`src/rtl/pwm_carrier_16bits.sv`:
```
// pwm_carrier_16bits: prescaled sawtooth/triangle PWM carrier with shadowed period, compare and mode.
module pwm_carrier_16bits #(
  parameter int PRESCALE_W = 8
) (
  input  logic                  clk,
  input  logic                  rst_n,
  input  logic                  enable,
  input  logic                  mode,
  input  logic [PRESCALE_W-1:0] prescale,
  input  logic [15:0]           period,
  input  logic [15:0]           compare_in,
  output logic [15:0]           carrier,
  output logic [15:0]           compare_out,
  output logic                  dir,
  output logic                  zero_evt,
  output logic                  peak_evt
);
  logic [PRESCALE_W-1:0] pcnt;
  logic [15:0] period_sh, carrier_nx, inc, dec;
  logic mode_sh, tick, dir_nx, zero_nx, peak_nx, load;
  assign tick = enable && (pcnt >= prescale);
  assign inc = carrier + 16'd1;
  assign dec = carrier - 16'd1;
  // Every path into carrier 0 is a zero event and opens the shadow window.
  always_comb begin
    carrier_nx = carrier;
    dir_nx = dir;
    zero_nx = 1'b0;
    peak_nx = 1'b0;
    if (tick) begin
      if (period_sh == 16'd0 || (!mode_sh && carrier >= period_sh) || (mode_sh && !dir && carrier <= 16'd1)) begin
        carrier_nx = 16'd0;
        dir_nx = 1'b1;
        zero_nx = 1'b1;
      end else if (!mode_sh || dir) begin
        carrier_nx = inc;
        peak_nx = (inc == period_sh);
        dir_nx = !mode_sh || (inc < period_sh);
      end else begin
        carrier_nx = dec;
      end
    end
    load = !enable || zero_nx;
    if (load && (!mode || !mode_sh)) dir_nx = 1'b1;
  end
  always_ff @(posedge clk or negedge rst_n) begin
    if (!rst_n) begin
      pcnt <= '0;
      carrier <= 16'd0;
      dir <= 1'b1;
      zero_evt <= 1'b0;
      peak_evt <= 1'b0;
      period_sh <= 16'd0;
      mode_sh <= 1'b0;
      compare_out <= 16'd0;
    end else begin
      pcnt <= (!enable || tick) ? '0 : pcnt + 1'b1;
      carrier <= carrier_nx;
      dir <= dir_nx;
      zero_evt <= zero_nx;
      peak_evt <= peak_nx;
      if (load) begin
        period_sh <= period;
        mode_sh <= mode;
        compare_out <= compare_in;
      end
    end
  end
endmodule
```
`config.mk`:
```
export PLATFORM = sky130hd
export DESIGN_NAME = pwm_carrier_16bits
export DESIGN_NICKNAME = d
export VERILOG_FILES = /design/src/rtl/pwm_carrier_16bits.sv
export SDC_FILE = /design/constraint.sdc
export NUM_CORES = 1
export LEC_CHECK = 0
export CAP_MARGIN = 20
export CORE_UTILIZATION = 45
export CTS_CLUSTER_SIZE = 10
export DETAILED_ROUTE_END_ITERATION = 10
export PLACE_DENSITY_LB_ADDON = 0.25
export SYNTH_ARGS = -nofsm -noshare
export SYNTH_HDL_FRONTEND = slang
export SYNTH_SLANG_ARGS = --single-unit
```
`constraint.sdc`:
```
create_clock -name clk -period 3.95 [get_ports clk]
set_input_delay 0.79 -clock clk [delete_from_list [all_inputs] [get_ports clk]]
set_output_delay 0.79 -clock clk [all_outputs]
set_load 0.005 [all_outputs]
```
Yosys cells after proc, flatten, opt, wreduce, memory -nomap -nowiden --
Index checks and enable logic that the tools add are counted.
Cells by class: equality and inequality tests 1, order comparisons 4, mux-type cells 12, reduce and logical (&&, ||, !) cells 20, $add $sub $neg 3
Operator list (number):
- 16-bit two-way mux | 2
- 16-bit by 1-bit adder with 16-bit output, second input constant | 1
- 16-bit == test | 1
- 16-bit greater-or-equal comparator | 1
- 16-bit by 1-bit <= comparator with 1-bit output, second input constant | 1
- 16-bit zero test | 1
- 16-bit less-than comparator | 1
- 16-bit by 1-bit subtractor with 16-bit output, second input constant | 1
- 1-bit two-way mux | 9
- 8-bit by 1-bit adder with 8-bit output, second input constant | 1
- 8-bit greater-or-equal comparator | 1
- 8-bit two-way mux | 1
- 1-bit logical OR | 7
- 1-bit logical AND | 5
- 1-bit zero test | 4
- 3-bit nonzero test | 1
- 2-bit AND reduction | 1
- 2-bit nonzero test | 1
Word-level totals: output and inout port bits 35, register bits after elaboration 60

Depth between registers and ports, before layout --
Gate-level depths: netlist of the first run.
depth in word-level cells 10, gate-level depth with buffers 13

Worst setup path before layout of the first run --
Ideal clock, no wire load.
path kind register to register, start point reg carrier[4], end point reg dir, arrival 2.705 ns, stages on the path, launching flop included 14, slack 1.147 ns, clock period less this slack 2.803 ns, library setup time 0.097 ns, path buffers 2, cell sequence dfrtp_1 -> buf_2 -> and3_1 -> and3_1 -> clkbuf_1 -> and2_1 -> and3_1 -> xor2_1 -> ha_1 -> and4_1 -> nand2_1 -> or3_1 -> o221ai_1 -> o221ai_1
Between the ends: cells in the longest elaborated chain, start to end 10, elaborated cells between the ends (all ways) 20
Ends and longest elaborated chain:
- start, declared | line 12 | output logic [15:0] carrier,
- start signal, assigned | line 58 | carrier <= carrier_nx;
- branches (longest 10 deep; another with 16-bit by 1-bit adder with 16-bit output)
- end signal, assigned | line 59 | dir <= dir_nx;
- end, declared | line 14 | output logic dir,
Parallel ways; which one is timed is not known. The select of a mux whose other input is x is not followed. A chain may end at the register's enable or synchronous reset.

Worst setup path after layout of the first run --
start point reg carrier[0], end point reg dir
The elaborated chain is that of the path after synthesis.

==> results of run 1 <==
-- layout by cell type, fill, tap and decap left out, drive strengths merged, types with 15 or more instances in the layout --
| master | netlist | final |
|---|---|---|
| clkdlybuf4s50 | 0 | 77 |
| dfrtp | 59 | 59 |
| ha | 44 | 44 |
| inv | 34 | 37 |
| mux2 | 32 | 32 |
| nor2 | 27 | 27 |
| a21oi | 20 | 20 |
| o21ai | 17 | 17 |
| nand2 | 16 | 16 |
| nand3 | 15 | 15 |
-- flip-flops by register name, summed over array words and instances, names as in the netlist --
| name | flops |
|---|---|
| mode_sh | 1 |
| dir | 1 |
| carrier | 16 |
| peak_evt | 1 |
| compare_out | 16 |
| period_sh | 16 |
| pcnt | 8 |
| zero_evt | 1 |
-- routing by layer --
| layer | vias to the layer above | track usage, % | routed length (um) |
|---|---|---|---|
| met3 | 18 | 5.583 | 617 |
| met4 | 0 | 9.091 | 198 |
| met5 | - | 0 | 0 |
| met2 | 120 | 35.70 | 4578 |
| li1 | 1651 | - | - |
| met1 | 1650 | 27.77 | 4423 |
-- path summary, 6_finish.rpt --
path	cells after the start	to	slack [ns]	from
min in group asynchronous	1	period_sh[2]	0.56	rst_n
max in group asynchronous	2	carrier[11]	2.58	rst_n
worst min-delay path	1	pcnt[0]	0.50	pcnt[0]
worst max register to register	11	dir	0.70	carrier[0]
worst min register to register	1	pcnt[0]	0.50	pcnt[0]
worst max-delay path	11	dir	0.70	carrier[0]
-- Yosys cell counts, types with 4 or more instances --
| master | instances | area, um2 |
|---|---|---|
| dfrtp_1 | 59 | 1476 |
| ha_1 | 44 | 550.5 |
| inv_1 | 34 | 127.6 |
| mux2_4 | 28 | 420.4 |
| nor2_1 | 27 | 101.4 |
| a21oi_1 | 20 | 100.1 |
| o21ai_0 | 17 | 85.08 |
| nand2_1 | 16 | 60.06 |
| nand3_1 | 15 | 75.07 |
| clkbuf_1 | 12 | 45.04 |
| xor2_1 | 12 | 105.1 |
| and3_1 | 9 | 56.30 |
| nor4_1 | 9 | 56.30 |
| xnor2_1 | 9 | 78.83 |
| nand4_1 | 7 | 43.79 |
| nor3_1 | 7 | 35.03 |
| nand2b_1 | 6 | 37.54 |
| nor2b_1 | 6 | 37.54 |
| o311ai_1 | 6 | 52.55 |
| a21o_1 | 5 | 37.54 |
| and4_1 | 5 | 43.79 |
| buf_6 | 5 | 56.30 |
| a211oi_1 | 4 | 30.03 |
| mux2_1 | 4 | 45.04 |
-- area by class of cell --
class                           count  area (um2)
Sequential cell                    60        1503
Clock buffer                        9       123.9
Tap cell                          108       135.1
Fill cell                         779        3615
Clock inverter                      7       83.83
Multi-Input combinational cell    299        2417
Inverter                           34       127.6
Timing Repair Buffer               87       843.3
-- logic make-up (layout without fill, tap and decap cells) --
logic type | count (synthesis) | count (layout)
buffers and inverters | 53 | 137
multiplexers | 33 | 33
AO/OA/AOI/OAI | 77 | 77
XOR/XNOR | 21 | 21
flip-flops | 60 | 60
adder cells (fa/ha/maj) | 44 | 44
AND/OR/NAND/NOR | 124 | 124
-- worst max-delay path, stage by stage (launching register included) --
cell and delay (ns):
dfrtp_1 0.56, ha_1 0.28, and3_1 0.31, and2_1 0.27, and3_1 0.21, xor2_1 0.08, ha_1 0.29, and4_1 0.21
nand2_1 0.09, or3_1 0.40, o221ai_1 0.29, o221ai_1 0.15
-- per-stage QoR --
step                      total power [uW]  hold WS, ns  std cells  worst slack [ns]
final                                 1698       0.4965        604            0.6964
after global routing                  1799       0.5229        604            0.4658
after CTS                             1717       0.5034        604            0.7140
after detailed placement              1127       0.4845        588            0.4926
after global placement                1113       0.4840        588            0.6177
after floorplan                      945.3       0.4678        412             1.147
-- power by group through the flow --
stage	logic [uW]	registers (uW)	clock network, uW
floorplan	229	716	0
global placement	380	733	0
finish	394	724	580
CTS	398	723	596
detailed placement	394	733	0
global route	441	731	627
==> flow_metrics.env, run 1 <==
export IMPL_status="complete, but fails checks"
export IMPL_violations="DRC"
export IMPL_criticalPathCategory="flop to flop"
export IMPL_num_rows=34
export IMPL_numCtsBuffers=9
export IMPL_synth_warning_count=0
export IMPL_fp_dieH_um=98.12
export IMPL_synth_edf_count=0
export IMPL_firstDrtPassIters=7
export IMPL_required_ns=4.20
export IMPL_startpoint_type="flop"
export IMPL_post_cts_buffers=0
export IMPL_tns_ns=0
export IMPL_p_sw_uw=510.9
export IMPL_cts_hold_buf=0
export IMPL_clock_sinks=60
export IMPL_drive_gt1_share_pct=12.90
export IMPL_insertedDiodeCount=0
export IMPL_tightest_slew_ns=0.9175
export IMPL_synthFlopType="dfrtp_1"
export IMPL_muxShareOfSynthArea_pct=11.44
export IMPL_drtIter0Drc=180
export IMPL_worstPathMaxFanout=10
export IMPL_arrival_ns=3.51
export IMPL_synth_fa_ha_area_share_pct=13.24
export IMPL_seq_area_frac_synth_pct=36.14
export IMPL_clockBufferDepth=2
export IMPL_synth_avg_cell_area_um2=10.09
export IMPL_layout_nets=579
export IMPL_min_period_ns=3.254
export IMPL_initial_core_util_pct=46.99
export IMPL_ir_drop_mv=0.1809
export IMPL_grt_pass1_vias=3541
export IMPL_vias_per_cell=5.694
export IMPL_finish_utilization_pct=59.15
export IMPL_clock_latency_ns=0.35
export IMPL_setup_viol=0
export IMPL_path_clk_slew_ns=0.08
export IMPL_p_leak_uw=0.002412
export IMPL_grt_antenna_before_repair=0
export IMPL_grt_overflow=0
export IMPL_async_reset_ff_share_pct=100.0
export IMPL_wirelength_um=9817
export IMPL_cts_tree="yes"
export IMPL_yosysUniqueCellTypes=53
export IMPL_hpwl_um=7452
export IMPL_fin_crit_sh_pct=82.37
export IMPL_synth_xor_area_share_pct=4.424
export IMPL_place_area_um2=5026
export IMPL_internal_power_uw=1187
export IMPL_p_per_area_nw_per_um2=324.3
export IMPL_routedWlPerCell_um=16.25
export IMPL_area_delta_synth_final_pct=25.88
export IMPL_p_sw_share_pct=30.10
export IMPL_cap_viol_max_count=0
export IMPL_gr_usage_all_layers_pct=21.95
export IMPL_synth_compound_area_share_pct=12.40
export IMPL_maxSlewViolCount=0
export IMPL_clkPwrFrac_pct=34.2
export IMPL_ant_nets=0
export IMPL_final_area_um2=5234
export IMPL_drc_errors=4
export IMPL_vias=3439
export IMPL_cp_end_kind="flop"
export IMPL_holdCritPathClass="flop to flop"
export IMPL_port_buffers=78
export IMPL_synth_top_family_by_area="simple AND/OR/NAND/NOR gates"
export IMPL_grt_pass1_wl_um=16800
export IMPL_syn_nets=500
export IMPL_fmax_ghz=0.3073
export IMPL_synth_seq_cells=60
export IMPL_dieArea_um2=9628
export IMPL_hold_violations=0
export IMPL_worst_clock_skew_ns=0.01134
export IMPL_synthSimpleGateAreaFrac_pct=16.61
export IMPL_timing_slew_headroom_pct=38.83
export IMPL_rsz0062_at_grt="no"
export IMPL_h_tree_depth=3
export IMPL_ctsResizeCount=0
export IMPL_ios=79
export IMPL_seqPwrFrac_pct=42.6
export IMPL_root_buffer="clkbuf_8"
export IMPL_combPwrFrac_pct=23.2
export IMPL_globalplace_congestion=0.8866
export IMPL_die_w_um=98.12
export IMPL_grt_max_degree=43
export IMPL_synthesis_area_um2=4158
export IMPL_syn_inst=412
export IMPL_core_area_um2=8848
Power figures use the tool's default switching activity.
==> run 2: changes to the inputs <==
Clock period 3.95 ns to 3.1 ns, I/O delays scaled along.
==> flow_metrics.env, run 2 (synthesis gave the netlist of run 1 again) <==
export IMPL_initial_core_util_pct=46.99
export IMPL_num_rows=34
export IMPL_dieArea_um2=9628
export IMPL_dp_slack_ns=0.01955
export IMPL_criticalPathCategory="flop to flop"
export IMPL_fin_ws_ns=0.1580
export IMPL_crit_end="dir"
export IMPL_min_period_ns=2.942
export IMPL_seq_area_um2=1503
export IMPL_hold_ws_ns=0.1034
export IMPL_final_cells=626
export IMPL_grt_pass1_vias=3555
export IMPL_firstDrtPassIters=8
export IMPL_ant_nets=0
export IMPL_dp_cells=610
export IMPL_cts_tree="yes"
export IMPL_vias_per_cell=5.583
export IMPL_fillers=756
export IMPL_worst_clock_skew_ns=0.01621
export IMPL_grt_max_degree=35
export IMPL_clock_sinks=60
export IMPL_reg2reg_to="dir"
export IMPL_maxSlewViolCount=0
export IMPL_drive_gt1_share_pct=16.41
export IMPL_hpwl_um=7855
export IMPL_cap_viol_max_count=0
export IMPL_path_clk_slew_ns=0.08
export IMPL_ff2ff_setup_slack_ns=0.16
export IMPL_arrival_ns=3.20
export IMPL_hold_violations=0
export IMPL_vias=3495
export IMPL_area_delta_synth_final_pct=30.85
export IMPL_setup_viol=0
export IMPL_largest_registers="carrier: 16 flops, compare_out: 16 flops, period_sh: 16 flops"
export IMPL_p_leak_uw=0.002540
export IMPL_timing_slew_headroom_pct=46.33
export IMPL_grt_pass1_wl_um=17000
export IMPL_final_cell_mix="clkdlybuf4s50_1 (77), dfrtp_1 (59), ha_1 (44), inv_1 (34), buf_4 (29)"
export IMPL_post_cts_buffers=0
export IMPL_startpoint="carrier[0]"
export IMPL_port_buffers=78
export IMPL_grt_antenna_before_repair=0
export IMPL_fin_crit_sh_pct=94.90
export IMPL_slowest_stage="dfrtp_1"
export IMPL_core_area_um2=8848
export IMPL_worstPathMaxFanout=7
export IMPL_drc_errors=4
export IMPL_h_tree_depth=3
export IMPL_holdCritPathClass="primary input to asynchronous set/reset pin"
export IMPL_tightest_slew_ns=0.7925
export IMPL_grt_overflow=0
export IMPL_reg2reg_from="carrier[0]"
export IMPL_layout_nets=601
export IMPL_drtIter0Drc=158
export IMPL_startpoint_type="flop"
export IMPL_gr_usage_all_layers_pct=22.44
export IMPL_ir_drop_mv=0.2409
export IMPL_p_per_area_nw_per_um2=410.7
export IMPL_cp_end_kind="flop"
export IMPL_multi_input_area_um2=2422
export IMPL_insertedDiodeCount=0
export IMPL_required_ns=3.36
export IMPL_fp_dieH_um=98.12
export IMPL_worstPathCellList="ha_1, and3_1, and2_1, and3_1, xor2_1, ha_1, and4_1, nand2_1, or3_1, o221ai_1, o221ai_1"
export IMPL_wirelength_um=10130
export IMPL_violations="DRC"
export IMPL_finish_utilization_pct=61.48
export IMPL_final_common_cell="clkdlybuf4s50_1"
export IMPL_die_w_um=98.12
export IMPL_status="complete, but fails checks"
export IMPL_fmax_ghz=0.3399
export IMPL_clock_latency_ns=0.35
export IMPL_clockBufferDepth=2
export IMPL_routedWlPerCell_um=16.18
export IMPL_root_buffer="clkbuf_8"
export IMPL_rsz0062_at_grt="no"
export IMPL_ios=79
export IMPL_worst_path_largest_cell_delay_ns=0.48
export IMPL_numCtsBuffers=9
export IMPL_ctsResizeCount=0
export IMPL_tns_ns=0
export IMPL_worst_r2r_path_depth=11
export IMPL_globalplace_congestion=0.8475
export IMPL_cts_hold_buf=0
-- run 2: worst min-delay path by stage --
stage               slack [ns]           end  startpoint  cells after the start
floorplan                 0.32    carrier[0]       rst_n                      0
CTS                        0.1  period_sh[5]       rst_n                      1
finish                    0.10  period_sh[5]       rst_n                      1
detailed placement        0.48  period_sh[5]       rst_n                      1
global placement          0.48  period_sh[2]       rst_n                      1
global route              0.11  period_sh[2]       rst_n                      1
-- run 2: worst max-delay path, delay by kind of cell, from the launching register on --
kind	cells	cell delay (ns)
AO/OA/AOI/OAI	2	0.42
XOR/XNOR	1	0.17
adder cells (fa/ha/maj)	2	0.54
flip-flops	1	0.48
AND/OR/NAND/NOR	6	1.25
-- run 2: routing by layer --
| metal | vias up | part of all wire [%] | track usage, % |
|---|---|---|---|
| met5 | - | 0 | 0 |
| met4 | 0 | 2.0 | 9.790 |
| met3 | 19 | 6.1 | 5.655 |
| met2 | 93 | 48 | 36.13 |
| met1 | 1681 | 44 | 28.53 |
| li1 | 1702 | - | - |
-- run 2: through the flow --
| step | power (uW) | area [um2] |
|---|---|---|
| after global routing | 2346 | 5440 |
| after detailed placement | 1457 | 5216 |
| final | 2235 | 5440 |
| after CTS | 2259 | 5435 |
| after global placement | 1439 | 5216 |
| after floorplan | 1205 | 4158 |
-- run 2: layout make-up --
| cell class | instances | share of cell area (%) |
|---|---|---|
| Multi-Input combinational cell | 299 | 44.53 |
| Clock inverter | 4 | 1.357 |
| Timing Repair Buffer | 109 | 19.00 |
| Sequential cell | 60 | 27.62 |
| Inverter | 34 | 2.346 |
| Tap cell | 108 | 2.484 |
| Clock buffer | 12 | 2.668 |
-- run 2: power by group --
group          switching (uW)  internal (uW)
registers                57.0            844
logic                     239            303
clock network             316            475
